==> config.mk <==
export PLATFORM = sky130hd
export DESIGN_NAME = serial_adder_ctrl_flat
export DESIGN_NICKNAME = d
export VERILOG_FILES = /design/src/rtl/serial_adder_pkg.sv /design/src/rtl/serial_adder_ctrl_if.sv /design/src/rtl/full_adder_cell.sv /design/src/rtl/serial_adder_ctrl.sv /design/src/flat_wrapper.sv
export SDC_FILE = /design/constraint.sdc
export NUM_CORES = 1
export LEC_CHECK = 0
export ABC_AREA = 0
export CORE_MARGIN = 1
export CORE_UTILIZATION = 40
export CTS_CLUSTER_SIZE = 25
export DETAILED_ROUTE_END_ITERATION = 12
export PLACE_DENSITY = 0.67
export SYNTH_ARGS = -nofsm -noshare
export SYNTH_HDL_FRONTEND = slang
export SYNTH_SLANG_ARGS = --single-unit
==> constraint.sdc <==
create_clock -name clk_in -period 3.5 [get_ports clk_in]
set_clock_uncertainty 0.15 [all_clocks]
set_input_delay 0.7 -clock clk_in [delete_from_list [all_inputs] [get_ports clk_in]]
set_output_delay 0.7 -clock clk_in [all_outputs]
set_load 0.005 [all_outputs]
==> src/rtl/serial_adder_pkg.sv <==
// Shared types and sizing helpers for the bit-serial adder controller.
package serial_adder_pkg;

  typedef enum logic [1:0] {
    IDLE = 2'd0,
    RUN  = 2'd1,
    DONE = 2'd2
  } state_e;

  localparam int unsigned DEFAULT_WIDTH = 8;

  // Bit counter runs 0..WIDTH-1, so $clog2(WIDTH) bits suffice for WIDTH >= 2.
  function automatic int unsigned cnt_width(input int unsigned width);
    return (width < 2) ? 1 : $clog2(width);
  endfunction

endpackage

==> src/rtl/serial_adder_ctrl_if.sv <==
// Start/done handshake and operand/result bus of the serial adder.
// SERIAL_ADDER_OVF_EN adds the signed-overflow flag ovf_out.
interface serial_adder_ctrl_if #(
  parameter int unsigned WIDTH = serial_adder_pkg::DEFAULT_WIDTH
);
  logic             start_in;
  logic [WIDTH-1:0] A_in;
  logic [WIDTH-1:0] B_in;
  logic             C_in;
  logic             busy_out;
  logic             done_out;
  logic [WIDTH-1:0] Sum_out;
  logic             C_out;
`ifdef SERIAL_ADDER_OVF_EN
  logic             ovf_out;

  modport master (
    output start_in, A_in, B_in, C_in,
    input  busy_out, done_out, Sum_out, C_out, ovf_out
  );
  modport slave (
    input  start_in, A_in, B_in, C_in,
    output busy_out, done_out, Sum_out, C_out, ovf_out
  );
`else
  modport master (
    output start_in, A_in, B_in, C_in,
    input  busy_out, done_out, Sum_out, C_out
  );
  modport slave (
    input  start_in, A_in, B_in, C_in,
    output busy_out, done_out, Sum_out, C_out
  );
`endif
endinterface

==> src/rtl/full_adder_cell.sv <==
// One-bit full adder; the only arithmetic in the serial adder datapath.
module full_adder_cell (
  input  logic a,
  input  logic b,
  input  logic cin,
  output logic s,
  output logic cout
);
  assign s    = a ^ b ^ cin;
  assign cout = (a & b) | (cin & (a ^ b));
endmodule

==> src/rtl/serial_adder_ctrl.sv <==
// Bit-serial adder sequencer: pushes one bit pair per clock through a single full-adder cell.
// SERIAL_ADDER_OVF_EN enables the registered signed-overflow output.
module serial_adder_ctrl
  import serial_adder_pkg::*;
#(
  parameter int unsigned WIDTH = DEFAULT_WIDTH
) (
  input logic                clk_in,
  input logic                rst_in,
  serial_adder_ctrl_if.slave bus
);
  localparam int unsigned      CNT_W    = cnt_width(WIDTH);
  localparam logic [CNT_W-1:0] LAST_BIT = CNT_W'(WIDTH - 1);

  state_e           state_q;
  logic [CNT_W-1:0] cnt_q;
  logic [WIDTH-1:0] a_sh_q;
  logic [WIDTH-1:0] b_sh_q;
  logic [WIDTH-1:0] sum_q;
  logic             carry_q;
  logic             cout_q;
  logic             busy_q;
  logic             done_q;
`ifdef SERIAL_ADDER_OVF_EN
  logic             ovf_q;
`endif

  logic cell_s;
  logic cell_co;

  full_adder_cell u_cell (
    .a    (a_sh_q[0]),
    .b    (b_sh_q[0]),
    .cin  (carry_q),
    .s    (cell_s),
    .cout (cell_co)
  );

  // NOTE: every register here updates with <= so all reads in this block see pre-edge values.
  always_ff @(posedge clk_in) begin
    if (rst_in) begin
      state_q <= IDLE;
      cnt_q   <= '0;
      a_sh_q  <= '0;
      b_sh_q  <= '0;
      sum_q   <= '0;
      carry_q <= 1'b0;
      cout_q  <= 1'b0;
      busy_q  <= 1'b0;
      done_q  <= 1'b0;
`ifdef SERIAL_ADDER_OVF_EN
      ovf_q   <= 1'b0;
`endif
    end else begin
      case (state_q)
        IDLE: begin
          if (bus.start_in) begin
            state_q <= RUN;
            cnt_q   <= '0;
            a_sh_q  <= bus.A_in;
            b_sh_q  <= bus.B_in;
            carry_q <= bus.C_in;
            sum_q   <= '0;
            cout_q  <= 1'b0;
            busy_q  <= 1'b1;
`ifdef SERIAL_ADDER_OVF_EN
            ovf_q   <= 1'b0;
`endif
          end
        end
        RUN: begin
          sum_q   <= {cell_s, sum_q[WIDTH-1:1]};
          carry_q <= cell_co;
          a_sh_q  <= a_sh_q >> 1;
          b_sh_q  <= b_sh_q >> 1;
          if (cnt_q == LAST_BIT) begin
            state_q <= DONE;
            done_q  <= 1'b1;
            cout_q  <= cell_co;
`ifdef SERIAL_ADDER_OVF_EN
            // carry_q holds the carry into the MSB on this last edge
            ovf_q   <= carry_q ^ cell_co;
`endif
          end else begin
            cnt_q <= cnt_q + CNT_W'(1);
          end
        end
        DONE: begin
          state_q <= IDLE;
          busy_q  <= 1'b0;
          done_q  <= 1'b0;
        end
        default: state_q <= IDLE;
      endcase
    end
  end

  assign bus.busy_out = busy_q;
  assign bus.done_out = done_q;
  assign bus.Sum_out  = sum_q;
  assign bus.C_out    = cout_q;
`ifdef SERIAL_ADDER_OVF_EN
  assign bus.ovf_out  = ovf_q;
`endif

endmodule

==> src/flat_wrapper.sv <==
// flat-port wrapper written by rule: the top's interface ports become plain ports
module serial_adder_ctrl_flat import serial_adder_pkg::*;
#(
  parameter int unsigned WIDTH = DEFAULT_WIDTH
)
  (clk_in, rst_in, bus_start_in, bus_A_in, bus_B_in, bus_C_in, bus_busy_out, bus_done_out, bus_Sum_out, bus_C_out);
  serial_adder_ctrl_if #(.WIDTH(WIDTH)) bus_i ();
  input logic clk_in;
  input logic rst_in;
  input wire logic [$bits(bus_i.start_in)-1:0] bus_start_in;
  input wire logic [$bits(bus_i.A_in)-1:0] bus_A_in;
  input wire logic [$bits(bus_i.B_in)-1:0] bus_B_in;
  input wire logic [$bits(bus_i.C_in)-1:0] bus_C_in;
  output wire logic [$bits(bus_i.busy_out)-1:0] bus_busy_out;
  output wire logic [$bits(bus_i.done_out)-1:0] bus_done_out;
  output wire logic [$bits(bus_i.Sum_out)-1:0] bus_Sum_out;
  output wire logic [$bits(bus_i.C_out)-1:0] bus_C_out;
  assign bus_i.start_in = bus_start_in;
  assign bus_i.A_in = bus_A_in;
  assign bus_i.B_in = bus_B_in;
  assign bus_i.C_in = bus_C_in;
  assign bus_busy_out = bus_i.busy_out;
  assign bus_done_out = bus_i.done_out;
  assign bus_Sum_out = bus_i.Sum_out;
  assign bus_C_out = bus_i.C_out;
  serial_adder_ctrl #(.WIDTH(WIDTH)) u_core (.clk_in(clk_in), .rst_in(rst_in), .bus(bus_i));
endmodule
# [Word level (Yosys, flattened, before mapping)]
# Cells that the tools add are included.
[word_totals] ff_bits=33 word_cells=52
[classes] n_reduce_logical=10 bitwise_logic=5 muxes=21 n_eq_ne=6 add_sub_neg=1
[op_table] operator="8-bit one-hot mux with 2 select lines" n=3
[op_table] operator="8-bit 2-to-1 mux" n=3
[op_table] operator="1-bit one-hot mux with 2 select lines" n=4
[op_table] operator="2-bit AND reduction" n=4
[op_table] operator="3-bit 2-to-1 mux" n=2
[op_table] operator="3-bit one-hot mux with 2 select lines" n=1
[op_table] operator="3-bit AND reduction" n=2
[op_table] operator="2-bit nonzero test" n=3
[op_table] operator="1-bit 2-to-1 mux" n=5
[op_table] operator="2-bit 2-to-1 mux" n=2
[op_table] operator="2-bit != test, second input constant" n=2
[op_table] operator="2-bit one-hot mux with 2 select lines" n=1
[op_table] operator="3-bit by 1-bit adder with 3-bit output, second input constant" n=1
[op_table] operator="3-bit == test, second input constant" n=1
[op_table] operator="1-bit bitwise AND" n=2
[op_table] operator="2-bit by 1-bit == test with 1-bit output, second input constant" n=1
[op_table] operator="2-bit == test, second input constant" n=1
[op_table] operator="2-bit zero test" n=1
[op_table] operator="2-bit by 1-bit != test with 1-bit output, second input constant" n=1
[op_table] operator="1-bit XOR" n=2
[op_table] operator="1-bit bitwise OR" n=1

# [Longest topological paths before layout]
[depth] word_depth=5 mapped_depth=6

# [Hierarchy]
# From an unflattened synthesis, not the netlist that was laid out.
[unflattened] hier_cells=154 area_unflattened_um2=1527.7
[by_module_without_submodules] mod="serial_adder_ctrl" cells_per_inst=153 area_per_inst_um2=1507.7 instances=1
[by_module_without_submodules] mod="full_adder_cell" cells_per_inst=1 area_per_inst_um2=20.0 instances=1

# [Worst setup path before layout]
# Ideal clock, no wire load.
[synth_timing] kind="input to register" start="input bus_start_in" end="register u_core.a_sh_q[1]" cell_stages=6 arrival_ns=1.371 path_slack_ns=1.833 n_path_buf=3 cell_sequence="buf_6 -> o21ba_1 -> buf_6 -> buf_12 -> nor2_2 -> a211oi_2"
[synth_between] elab_chain_len=2
[synth_rtl] element="start: declaration" line_no="flat_wrapper.sv:10" rtl="input wire logic [$bits(bus_i.start_in)-1:0] bus_start_in;"
[synth_rtl] element="2-bit != test (no source line)"
[synth_rtl] element="2-bit AND reduction (no source line)"
[synth_rtl] element="end signal: assignment" line_no="serial_adder_ctrl.sv:60" rtl="a_sh_q <= bus.A_in;"
[synth_rtl] element="end signal: assignment" line_no="serial_adder_ctrl.sv:74" rtl="a_sh_q <= a_sh_q >> 1;"
[synth_rtl] element="end: declaration" line_no="serial_adder_ctrl.sv:17" rtl="logic [WIDTH-1:0] a_sh_q;"
# No other way between the ends.
# A chain may end at the register's enable or synchronous reset.

# [Worst setup path after layout]
[layout_timing] start="input bus_start_in" end="register u_core.cnt_q[1]"
[layout_between] elab_chain_len=2
[layout_rtl] element="2-bit != test (no source line)"
[layout_rtl] element="3-bit AND reduction (no source line)"
[layout_rtl] element="end signal: assignment" line_no="serial_adder_ctrl.sv:85" rtl="cnt_q <= cnt_q + CNT_W'(1);"
[layout_rtl] element="end: declaration" line_no="serial_adder_ctrl.sv:16" rtl="logic [CNT_W-1:0] cnt_q;"
# No other way between the ends.

==> flow_summary.json <==
{
  "status": "finished, final reports clean",
  "syn-num-nets": 180,
  "synth_cell_type_count": 30,
  "drc": 0,
  "crit_required_ns": 3.54,
  "critPathKind": "input port to register",
  "synth_ff_type": "dfxtp_1",
  "stdcell_area_sq_um": 1938,
  "post_drt_via_cell_ratio": 5.216,
  "yosysWarnings": 0,
  "clk_latency_ns": 0.28,
  "min_period_ns": 2.350,
  "seq_area_sq_um": 660.6,
  "hold_violations": 0,
  "io_buffers": 30,
  "dp_hpwl_mm": 2.014,
  "post_cts_buffers": 0,
  "power.density_nw_per_um2": 469.2,
  "power.total_uw": 909.4,
  "drt_wl_total_mm": 2.921,
  "die_h_um": 64.21,
  "syn_to_final_growth_pct": 25.22,
  "fin_tns_setup_ns": 0,
  "gp_congestion": 0.7471,
  "grt_pass1_vias": 1150,
  "p_leak_nw": 0.6959,
  "synth_area_leaders": "dfxtp_1 43%, a211oi_2 11%, mux2i_1 8.4%",
  "netlist_area_sq_um": 1548,
  "synth_top_cell_by_area": "dfxtp_1",
  "cts.path.max_buffers": 2,
  "antenna_found_initial": 0,
  "yosysTopAreaCellShare": 0.4268,
  "finalCritPeriodShare": 0.6715,
  "wl_per_cell_um": 12.59,
  "drt-pass1-iter-count": 4,
  "multi_input_area_sq_um": 755.7,
  "grt_pass1_wl_mm": 4.802,
  "place_area_sq_um": 1822,
  "grt-busiest-layer": "met2",
  "clock-sinks": 33,
  "slew_violations": 0,
  "vias": 1210,
  "hp-class": "register to register",
  "ctsResizeCount": 0,
  "whs_path_depth": 2,
  "fillers": 361,
  "dieArea_sq_um": 4122,
  "grt_start_max_net_pins": 30,
  "crit_arrival_ns": 2.39,
  "cp_max_fo": 12,
  "drt_iter0_drc": 82,
  "synth_edf_count": 0,
  "track_usage": 0.1533,
  "ant_nets": 0,
  "grt_setup_unrepaired": "no",
  "final_util": 0.5254,
  "setup_violations": 0,
  "final_nets": 206,
  "synth_seq_cells": 33,
  "clk_pin_slew_ns": 0.06,
  "antennaDiodeCount": 0,
  "pin_count": 31,
  "fp-row-count": 22,
  "cts_hold_buf": 0,
  "globalRouteMet1Util": 0.1580,
  "dp.cells": 224,
  "end_kind": "register",
  "core_region_area_sq_um": 3689,
  "synthArstFlopShare": 0,
  "reg2reg_depth": 4,
  "drv_cap": 0,
  "seq_area_frac_synth": 0.4268,
  "met3_usage": 0.04286,
  "syn_area_per_cell_sq_um": 9.858,
  "tightest_slew_ns": 0.8777,
  "gr-total-overflow": 0,
  "layout.cells.non_filler": 232,
  "grtUsageMet2": 0.2739,
  "ir_drop_mv": 0.2549,
  "startpoint_type": "input port",
  "htreeDepth": 2,
  "cts_tree": "done",
  "die_x_um": 64.21,
  "root_buffer": "clkbuf_8",
  "start_util": 0.4196,
  "cts_buffers": 5,
  "synth_cells": 157,
  "max_clock_freq_mhz": 425.5,
  "slew_headroom": 0.4130,
  "layout-drive-gt1-share": 0.1685
}
synth_stat cells (2+ instances only):
| cell type | number |
|---|---|
| buf_2 | 2 |
| inv_1 | 6 |
| a211oi_2 | 14 |
| a22oi_1 | 8 |
| a21oi_1 | 10 |
| nor2b_1 | 4 |
| ha_1 | 2 |
| buf_6 | 4 |
| nand3_1 | 4 |
| nor2_2 | 6 |
| buf_4 | 2 |
| clkbuf_1 | 5 |
| dfxtp_1 | 33 |
| mux2i_1 | 13 |
| nand4_1 | 2 |
| nand2_1 | 5 |
| a31oi_1 | 3 |
| nor2_1 | 20 |
| o21ai_0 | 3 |
power breakdown:
group | leakage [nW] | switching (mW) | total [mW] | internal, mW
combinational | 0.367 | 0.0659 | 0.130 | 0.0645
sequential | 0.271 | 0.0130 | 0.411 | 0.398
clock | 0.0585 | 0.136 | 0.368 | 0.232
worst max-delay path, cell delays in order:
cell	delay, ns
clkdlybuf4s50_1	0.56
o21bai_1	0.76
nand2_1	0.17
a31oi_1	0.20
through the flow:
stage / hold WS, ns / setup WS [ns]
floorplan: 0.3036 / 1.833
global placement: 0.3165 / 1.057
detailed placement: 0.3219 / 0.8829
CTS: 0.3320 / 1.184
global route: 0.3723 / 1.109
finish: 0.3335 / 1.150
sequential cells by signal, indices dropped and copies added (netlist names):
signal / flops
u_core.cnt_q: 3
u_core.a_sh_q: 8
u_core.carry_q: 1
u_core.bus.done_out: 1
u_core.b_sh_q: 8
u_core.bus.busy_out: 1
u_core.bus.C_out: 1
u_core.state_q: 2
u_core.bus.Sum_out: 8
placed cells by master, fill, tap and decap left out, types with 5 or more instances in the layout:
master and n:
inv_1 6, nor2_2 6, a22oi_1 8, mux2i_1 13, clkdlybuf4s50_1 30, a21oi_1 10, nand2_1 5, nor2_1 20
a211oi_2 14, clkbuf_8 6, dfxtp_1 33
cells by family (layout without fill, tap and decap cells):
logic type | count (synthesis) | after routing | synth area share
compound gates | 43 | 43 | 0.2353
fa+ha+maj | 3 | 3 | 0.02910
buf+inv | 20 | 47 | 0.08488
flops | 33 | 33 | 0.4268
mux | 13 | 13 | 0.08407
simple gates | 45 | 45 | 0.1399
cell type report:
type,instances,share of cell area
clock buffers,7,0.04454
clock inverters,1,0.01549
inverters,6,0.01162
multi-input cells,104,0.3899
flip-flops and latches,33,0.3409
well taps,48,0.03099
repair buffers,33,0.1666
path summary, 6_finish.rpt:
kind / startpoint / end / slack (ns)
setup / recovery: bus_start_in / u_core.cnt_q[1] / 1.15
hold / removal: u_core.a_sh_q[7] / u_core.a_sh_q[7] / 0.33
setup reg to reg: u_core.state_q[0] / u_core.cnt_q[1] / 1.60
hold reg to reg: u_core.a_sh_q[7] / u_core.a_sh_q[7] / 0.33
per-layer routing:
layer / share of wire / up-vias
li1: - / 605
met1: 0.44 / 571
met2: 0.50 / 30
met3: 0.045 / 4
met4: 0.016 / 0
met5: 0 / -
Note: power is estimated with default switching activity, not from simulation.
